File: config.mk
export PLATFORM = sky130hd
export DESIGN_NAME = dispatch_queue_stage
export DESIGN_NICKNAME = d
export VERILOG_FILES = /design/src/rtl/dispatch_queue_stage.sv
export SDC_FILE = /design/constraint.sdc
export NUM_CORES = 1
export LEC_CHECK = 0
export CAP_MARGIN = 20
export CELL_PAD_IN_SITES_DETAIL_PLACEMENT = 0
export CELL_PAD_IN_SITES_GLOBAL_PLACEMENT = 1
export CORE_AREA = 2 2 265 267
export DETAILED_ROUTE_END_ITERATION = 12
export DIE_AREA = 0 0 267 269
export PLACE_DENSITY_LB_ADDON = 0.15
export SLEW_MARGIN = 20
export SYNTH_ARGS = -nofsm -noshare
export SYNTH_HDL_FRONTEND = slang
export SYNTH_SLANG_ARGS = --single-unit
File: constraint.sdc
create_clock -name clk_i -period 4.95 [get_ports clk_i]
set_input_delay 0.7425 -clock clk_i [delete_from_list [all_inputs] [get_ports clk_i]]
set_output_delay 0.7425 -clock clk_i [all_outputs]
set_load 0.02 [all_outputs]
File: src/rtl/dispatch_queue_stage.sv
// Dispatch queue: a DEPTH-entry FIFO of decoded instructions that renames and resolves operands
// for the head entry and dispatches it to a reservation station. Optional DISPATCH_STALL_STATS_EN.
module dispatch_queue_stage #(
   parameter int unsigned ROBsize    = 8,
   parameter int unsigned ROBsizeLog = $clog2(ROBsize + 1),
   parameter int unsigned NUM_RS     = 4,
   parameter int unsigned RS_SEL_W   = $clog2(NUM_RS),
   parameter int unsigned DEPTH      = 4,
   parameter int unsigned DATA_W     = 64,
   parameter int unsigned CMD_W      = 10
) (
   input  logic                         clk_i,
   input  logic                         reset_i,
   input  logic                         flush_i,
   input  logic                         instValid_i,
   output logic                         instReady_o,
   input  logic [4:0]                   instRN_i,
   input  logic [4:0]                   instRM_i,
   input  logic [4:0]                   instRD_i,
   input  logic [RS_SEL_W-1:0]          instRSsel_i,
   input  logic [CMD_W-1:0]             instCmd_i,
   input  logic [3:0]                   instType_i,
   input  logic [DATA_W-1:0]            instImm_i,
   input  logic                         instUseImm_i,
   input  logic                         instRegWrite_i,
   output logic [4:0]                   mapReadAddr1_o,
   output logic [4:0]                   mapReadAddr2_o,
   output logic [4:0]                   mapWriteAddr_o,
   input  logic [ROBsizeLog-1:0]        mapReadData1_i,
   input  logic [ROBsizeLog-1:0]        mapReadData2_i,
   output logic [ROBsizeLog-1:0]        mapWriteData_o,
   output logic                         mapRegWrite_o,
   output logic [4:0]                   regfileReadRegister1_o,
   output logic [4:0]                   regfileReadRegister2_o,
   input  logic [DATA_W-1:0]            regfileReadData1_i,
   input  logic [DATA_W-1:0]            regfileReadData2_i,
   output logic [ROBsizeLog-1:0]        robReadAddr1_o,
   output logic [ROBsizeLog-1:0]        robReadAddr2_o,
   input  logic [DATA_W:0]              robReadData1_i,
   input  logic [DATA_W:0]              robReadData2_i,
   input  logic [ROBsizeLog-1:0]        robNextTail_i,
   input  logic                         robFull_i,
   output logic                         robAlloc_o,
   output logic [8:0]                   robAllocData_o,
   input  logic                         cdbValid_i,
   input  logic [ROBsizeLog-1:0]        cdbTag_i,
   input  logic [DATA_W-1:0]            cdbValue_i,
   input  logic [NUM_RS-1:0]            rsFull_i,
   output logic [NUM_RS-1:0]            rsWriteEn_o,
   output logic [ROBsizeLog-1:0]        rsTag_o,
   output logic [ROBsizeLog-1:0]        rsSrcTag1_o,
   output logic [ROBsizeLog-1:0]        rsSrcTag2_o,
   output logic [DATA_W-1:0]            rsSrcVal1_o,
   output logic [DATA_W-1:0]            rsSrcVal2_o,
   output logic [CMD_W-1:0]             rsCmd_o,
   output logic [$clog2(DEPTH+1)-1:0]   count_o,
   output logic [31:0]                  stallCycles_o
);

   localparam int unsigned PTR_W = $clog2(DEPTH);
   localparam int unsigned CNT_W = $clog2(DEPTH + 1);

   typedef struct packed {
      logic [4:0]          rn;
      logic [4:0]          rm;
      logic [4:0]          rd;
      logic [RS_SEL_W-1:0] rs_sel;
      logic [CMD_W-1:0]    cmd;
      logic [3:0]          typ;
      logic [DATA_W-1:0]   imm;
      logic                use_imm;
      logic                reg_write;
   } entry_t;

   entry_t             mem_q [DEPTH];
   entry_t             head;
   entry_t             wr_entry;
   logic [PTR_W-1:0]   head_q, tail_q;
   logic [CNT_W-1:0]   count_q;
   logic               head_valid, push, fire, rs_free;

   assign head_valid  = (count_q != '0);
   assign instReady_o = reset_i & (count_q != CNT_W'(DEPTH));
   assign push        = instValid_i & instReady_o & ~flush_i;
   assign head        = mem_q[head_q];
   assign count_o     = count_q;

   assign wr_entry = '{rn: instRN_i, rm: instRM_i, rd: instRD_i, rs_sel: instRSsel_i,
                       cmd: instCmd_i, typ: instType_i, imm: instImm_i,
                       use_imm: instUseImm_i, reg_write: instRegWrite_i};

   // A select with no matching station leaves rs_free low, so the head never dispatches.
   always_comb begin
      rs_free = 1'b0;
      for (int unsigned i = 0; i < NUM_RS; i++) begin
         if (head.rs_sel == RS_SEL_W'(i)) rs_free = ~rsFull_i[i];
      end
   end

   assign fire = head_valid & ~robFull_i & rs_free & ~flush_i;

   always_comb begin
      rsWriteEn_o = '0;
      for (int unsigned i = 0; i < NUM_RS; i++) begin
         rsWriteEn_o[i] = fire & (head.rs_sel == RS_SEL_W'(i));
      end
   end

   assign mapReadAddr1_o         = head.rn;
   assign mapReadAddr2_o         = head.rm;
   assign regfileReadRegister1_o = head.rn;
   assign regfileReadRegister2_o = head.rm;
   assign robReadAddr1_o         = mapReadData1_i;
   assign robReadAddr2_o         = mapReadData2_i;

   assign robAlloc_o     = fire;
   assign robAllocData_o = {head.typ, head.rd};
   assign mapRegWrite_o  = fire & head.reg_write & (head.rd != 5'd31);
   assign mapWriteAddr_o = head.rd;
   assign mapWriteData_o = robNextTail_i;
   assign rsTag_o        = robNextTail_i;
   assign rsCmd_o        = head.cmd;

   // Sources read the map before this cycle's rename lands, so self-dependence sees the old tag.
   always_comb begin
      rsSrcVal1_o = '0;
      rsSrcTag1_o = mapReadData1_i;
      if (mapReadData1_i == '0) begin
         rsSrcVal1_o = regfileReadData1_i;
      end else if (cdbValid_i && (cdbTag_i == mapReadData1_i)) begin
         rsSrcVal1_o = cdbValue_i;
         rsSrcTag1_o = '0;
      end else if (robReadData1_i[DATA_W]) begin
         rsSrcVal1_o = robReadData1_i[DATA_W-1:0];
         rsSrcTag1_o = '0;
      end
   end

   always_comb begin
      rsSrcVal2_o = '0;
      rsSrcTag2_o = mapReadData2_i;
      if (head.use_imm) begin
         rsSrcVal2_o = head.imm;
         rsSrcTag2_o = '0;
      end else if (mapReadData2_i == '0) begin
         rsSrcVal2_o = regfileReadData2_i;
      end else if (cdbValid_i && (cdbTag_i == mapReadData2_i)) begin
         rsSrcVal2_o = cdbValue_i;
         rsSrcTag2_o = '0;
      end else if (robReadData2_i[DATA_W]) begin
         rsSrcVal2_o = robReadData2_i[DATA_W-1:0];
         rsSrcTag2_o = '0;
      end
   end

   always_ff @(posedge clk_i) begin
      if (push) mem_q[tail_q] <= wr_entry;
   end

   always_ff @(posedge clk_i or negedge reset_i) begin
      if (!reset_i) begin
         head_q  <= '0;
         tail_q  <= '0;
         count_q <= '0;
      end else if (flush_i) begin
         head_q  <= tail_q;
         count_q <= '0;
      end else begin
         if (push) tail_q <= tail_q + PTR_W'(1);
         if (fire) head_q <= head_q + PTR_W'(1);
         if (push && !fire) count_q <= count_q + CNT_W'(1);
         else if (!push && fire) count_q <= count_q - CNT_W'(1);
      end
   end

`ifdef DISPATCH_STALL_STATS_EN
   logic [31:0] stall_q;

   always_ff @(posedge clk_i or negedge reset_i) begin
      if (!reset_i) begin
         stall_q <= '0;
      end else if (head_valid && !fire && !flush_i && (stall_q != 32'hFFFF_FFFF)) begin
         stall_q <= stall_q + 32'd1;
      end
   end

   assign stallCycles_o = stall_q;
`else
   assign stallCycles_o = '0;
`endif

endmodule
# ---- After elaboration in Yosys (flattened, before gate mapping)
# Memories as Yosys holds them, arrays and structs flattened.
# Index checks and enable logic that the tools add are counted.
dict set report op_classes {
  reduce_logical 13
  mux 25
  addsub 4
  eq_ne 7
  n_bitwise 18
}
# operator count
set ops {}
lappend ops {{64-bit 2-to-1 mux} 7}
lappend ops {{4-bit 2-to-1 mux} 7}
lappend ops {{1-bit AND} 12}
lappend ops {{3-bit 2-to-1 mux} 3}
lappend ops {{4-bit == test} 2}
lappend ops {{4-bit zero test} 2}
lappend ops {{1-bit 2-to-1 mux} 6}
lappend ops {{1-bit inverter} 6}
lappend ops {{3-bit nonzero test} 2}
lappend ops {{5-bit != test (second input constant)} 1}
lappend ops {{2-bit by 1-bit adder with 2-bit output (second input constant)} 2}
lappend ops {{2-bit == test (second input constant)} 2}
lappend ops {{1-bit logical AND} 4}
lappend ops {{2-bit 2-to-1 mux} 2}
lappend ops {{3-bit by 1-bit adder with 3-bit output (second input constant)} 1}
lappend ops {{3-bit != test (second input constant)} 1}
lappend ops {{3-bit by 1-bit subtractor with 3-bit output (second input constant)} 1}
lappend ops {{2-bit by 1-bit == test with 1-bit output (second input constant)} 1}
lappend ops {{1-bit zero test} 2}
lappend ops {{2-bit zero test} 1}
lappend ops {{2-bit AND reduction} 1}
lappend ops {{2-bit nonzero test} 1}
dict set report word_totals {
  output_inout_bits 238
  reg_bits 7
  ram_bits 388
  memories 1
  word_cells 71
  input_bits 445
}
# memory words word_bits read_ports rd_ports_with_merged_regs write_ports line_no
set memory_table {}
lappend memory_table {mem_q 4 97 1 0 1 75} ;# entry_t mem_q [DEPTH];

# ---- Logic depth before layout (Yosys ltp)
# An unclocked memory read counts as a cell.
dict set report logic_depth {
  depth_word 12
  mapped_depth 13
  mapped_depth_nobuf 10
}

# ---- Worst setup path before layout
# OpenSTA, ideal clock, no wires.
dict set report synth_path {
  path_type {in2reg}
  startpoint {input reset_i}
  endpoint {memory mem_q[0][0] (netlist bit) (enable)}
  t_required_ps 4483
  slack_ps 798
  stages 4
  n_path_buf 1
  setup_ps 467
  arrival_ps 3685
  cell_sequence {o311ai_0 -> clkbuf_1 -> nor2_1 -> and2_1}
}
dict set report synth_via {
  elab_chain_len 5
}
# item line_no
set synth_rtl {}
lappend synth_rtl {{start: declaration} 13} ;# input logic reset_i,
lappend synth_rtl {{1-bit AND} 83} ;# assign instReady_o = reset_i & (count_q != CNT_W'(DEPTH));
lappend synth_rtl {{1-bit AND (2 in series)} 84} ;# assign push = instValid_i & instReady_o & ~flush_i;
lappend synth_rtl {{1-bit 2-to-1 mux} 157} ;# if (push) mem_q[tail_q] <= wr_entry;
lappend synth_rtl {{1-bit 2-to-1 mux (implied by the code)} 157}
lappend synth_rtl {{end: declaration} 75}
# No other way between the ends.

# ---- Worst setup path after layout
dict set report layout_path {
  startpoint {input mapReadData2_i[1]}
  endpoint {output rsSrcVal2_o[56]}
}
dict set report layout_via {
  elab_chain_len 5
  elab_cells_between_ends 6
  classes_between {eq/ne: 1; mux: 3; reduce/logical: 2}
}
# item line_no
set layout_rtl {}
lappend layout_rtl {{start: declaration} 30} ;# input logic [ROBsizeLog-1:0] mapReadData2_i,
lappend layout_rtl {{4-bit == test} 147} ;# end else if (cdbValid_i && (cdbTag_i == mapReadData2_i)) begin
lappend layout_rtl {{1-bit logical AND} 147}
lappend layout_rtl {{64-bit 2-to-1 mux} 147}
lappend layout_rtl {{64-bit 2-to-1 mux (*)} 145} ;# end else if (mapReadData2_i == '0) begin
lappend layout_rtl {{64-bit 2-to-1 mux (*)} 142} ;# if (head.use_imm) begin
lappend layout_rtl {{end: declaration} 54} ;# output logic [DATA_W-1:0] rsSrcVal2_o,
# Mark *: on every way between the ends. The rest lies on a longest branch, timed or not.

==> qor.txt <==
status - completed
fin. max-slew vios - 0
combinational share of power - 41.9%
effective utilization at floorplan - 28.0%
Remaining Overflow, GRT - 0
main area contributors after synthesis - edfxtp_1, mux4_2, mux2i_1
Die Wd - 267 um
total internal power - 0.00791 W
register share of total power - 33.7%
worst hold path type - primary input to async pin
Slew @ Worst Pin - 0.958 ns
Synth cell types - 51
Post-route DRC - 0
global-route wire length before repair - 99,600 um
Clock transition at path regs - 0.06 ns
Setup Total Neg Slack - 0 ns
EDFF count, synth - 388
WL final - 71,300 um
CTS Buf Count - 42
final worst slack - 0.390 ns
VDD IR-drop max - 0.382 mV
worst slack, placed - 0.348 ns
Critical Path RT - 4.21 ns
Net Sw Frac - 33.1%
crit-path max FO - 23
number of global-route vias before repair - 14,500
CTS tree - built
Total GRT Usage - 19.1%
final core occ - 40.4%
I/O pins - 683
Most used DFF post-synth - edfxtp_1
proportion of netlist area held by the largest area contributor - 60.1%
fin nets - 2,381
clock sinks - 395
unrepaired setup endpoints after global routing - false
core area - 69,300 sq um
Post-synth ARST share - 1.77%
commonest cells in the synthesized netlist - edfxtp_1, mux4_2, clkbuf_1, and2_1, nand2_1
Mapped Area - 19,400 sq um
R2R setup slack - 1.48 ns
Avg Cell Area, Syn - 14.3 sq um
layout cell share with drive strength beyond 1 - 11.0%
wire per inst - 24.6 um
area delta synth->final - 44.4%
Vias/cell - 4.89
crit path DAT - 3.82 ns
drt pass-1 iters - 5
Final Cycle Share - 92.1%
setup bufs post-CTS - 0
Leak - 9.74 nW
root buf cell - clkbuf_16
Final setup viols - 0
DIE AREA - 71,800 sq um
Seq/Total Area, Yosys - 61.0%
largest net degree at the start of global routing - 69
post-DP HPWL - 52,900 um
Crit Path Class - primary input to primary output
drt initial violations - 910
top-count cell post-synth - edfxtp_1
CP Launch Type - primary input
Die H - 269 um
CTS Hold Bufs - 0
clk_skew - 0.0172 ns
Yosys top cell by area - edfxtp_1
post-CTS resize count - 0
power share of the clock group - 24.4%
initial antenna violation count - 15
Core Rows - 97
H-tree depth - 2
fin crit period - 4.56 ns
Clock Tree Buf Depth - 3
synthesized flop and latch total - 395
Port Buffer Count - 638
P_sw - 0.00392 W
YS warnings - 0
Worst-Skew Late Latency - 0.56 ns
Post-Syn Instances - 1,355
CP endpoint kind - primary output
RePlAce Congestion - 0.814
antenna viol nets, final - 0
Max Freq - 219 MHz
Max-slew headroom - 36.1%
pwr dens - 423 nW/um^2
Via Count - 14,200
max-cap violations - 0
Final Hold Vio Count - 0
kinds of logic (layout without fill, tap and decap cells):
group / Yosys count / after routing / synth area share [%]
compound gates: 277 / 277 / 10.3
xor+xnor: 6 / 6 / 0.271
fa+ha+maj: 5 / 5 / 0.362
buf+inv: 191 / 763 / 5.13
flops: 395 / 395 / 61.0
mux: 166 / 166 / 14.9
other cells: 1 / 38 / 0.0194
simple gates: 314 / 314 / 7.91
layout make-up:
type | instances | area (sq um)
Antenna cell | 6 | 15.0
Clock buffer | 52 | 1110
Clock inverter | 19 | 133
Fill cell | 6502 | 41300
Inverter | 10 | 37.5
Multi-Input combinational cell | 800 | 6720
Sequential cell | 395 | 11800
Tap cell | 940 | 1180
Timing Repair Buffer | 682 | 6950
registers in the layout, summed over array words and instances (netlist names):
name / cells
count_o: 3
head_q: 2
mem_q: 388
tail_q: 2
cells in the final DEF, fill, tap and decap left out, types with 4 or more instances in the layout:
cell,Yosys,final
a211o_1,5,5
edfxtp_1,388,388
and2_4,0,5
diode_2,0,6
mux2i_1,67,67
a311oi_1,64,64
clkdlybuf4s50_1,0,629
clkinv_1,1,10
nor2_1,70,70
nor3_1,5,5
and2_1,79,74
clkbuf_1,90,9
buf_12,0,21
clkinv_2,0,5
xnor2_1,5,5
nand2_1,72,71
nand3_1,67,66
buf_4,64,30
ha_1,4,4
o211ai_1,64,64
a21o_1,64,64
o21ai_0,61,61
inv_1,9,9
mux4_2,94,93
o21ai_1,6,6
nor4_1,5,4
dfrtp_1,7,5
conb_1,1,32
clkbuf_16,0,43
power by group through the flow:
| stage | Clock [W] | Combinational (W) | Sequential (W) |
|---|---|---|---|
| 2_1_floorplan | 0 | 0.00282 | 0.00404 |
| 3_3_place_gp | 0 | 0.00505 | 0.00405 |
| 3_5_place_dp | 0 | 0.00503 | 0.00406 |
| 4_1_cts | 0.00297 | 0.00506 | 0.00399 |
| 5_1_grt | 0.00310 | 0.00525 | 0.00401 |
| 6_report | 0.00288 | 0.00495 | 0.00399 |
through the flow:
stage / cell area (sq um) / power (W) / instances / hold slack, ns
2_1_floorplan: 19500 / 0.00686 / 1386 / 0.447
3_3_place_gp: 26700 / 0.00910 / 2827 / 0.596
3_5_place_dp: 26700 / 0.00909 / 2827 / 0.602
4_1_cts: 28000 / 0.0120 / 2898 / 0.472
5_1_grt: 28000 / 0.0124 / 2901 / 0.518
6_report: 28000 / 0.0118 / 2904 / 0.498
worst paths after layout:
check,cells after the start,from,endpoint
worst max-delay path,8,mapReadData2_i[1],rsSrcVal2_o[56]
worst min-delay path,1,reset_i,count_o[2]
max in group asynchronous,1,reset_i,head_q[0]
worst max register to register,10,head_q[0],count_o[1]
worst min register to register,1,tail_q[0],head_q[0]
min in group clk_i,1,tail_q[0],head_q[0]
critical path: stages:
cell             delay (ns)
clkdlybuf4s50_1        0.60
xnor2_1                0.40
and3_4                 0.52
buf_12                 0.22
nand3_1                0.10
a311oi_1               0.40
a21o_1                 0.17
clkdlybuf4s50_1        0.61
routing by layer:
metal,share of wire [%],GRT usage (%)
met1,39,22.8
met2,51,33.8
met3,7.0,4.95
met4,2.2,5.50
met5,0.16,0
Note: power is estimated with default switching activity, not from simulation.
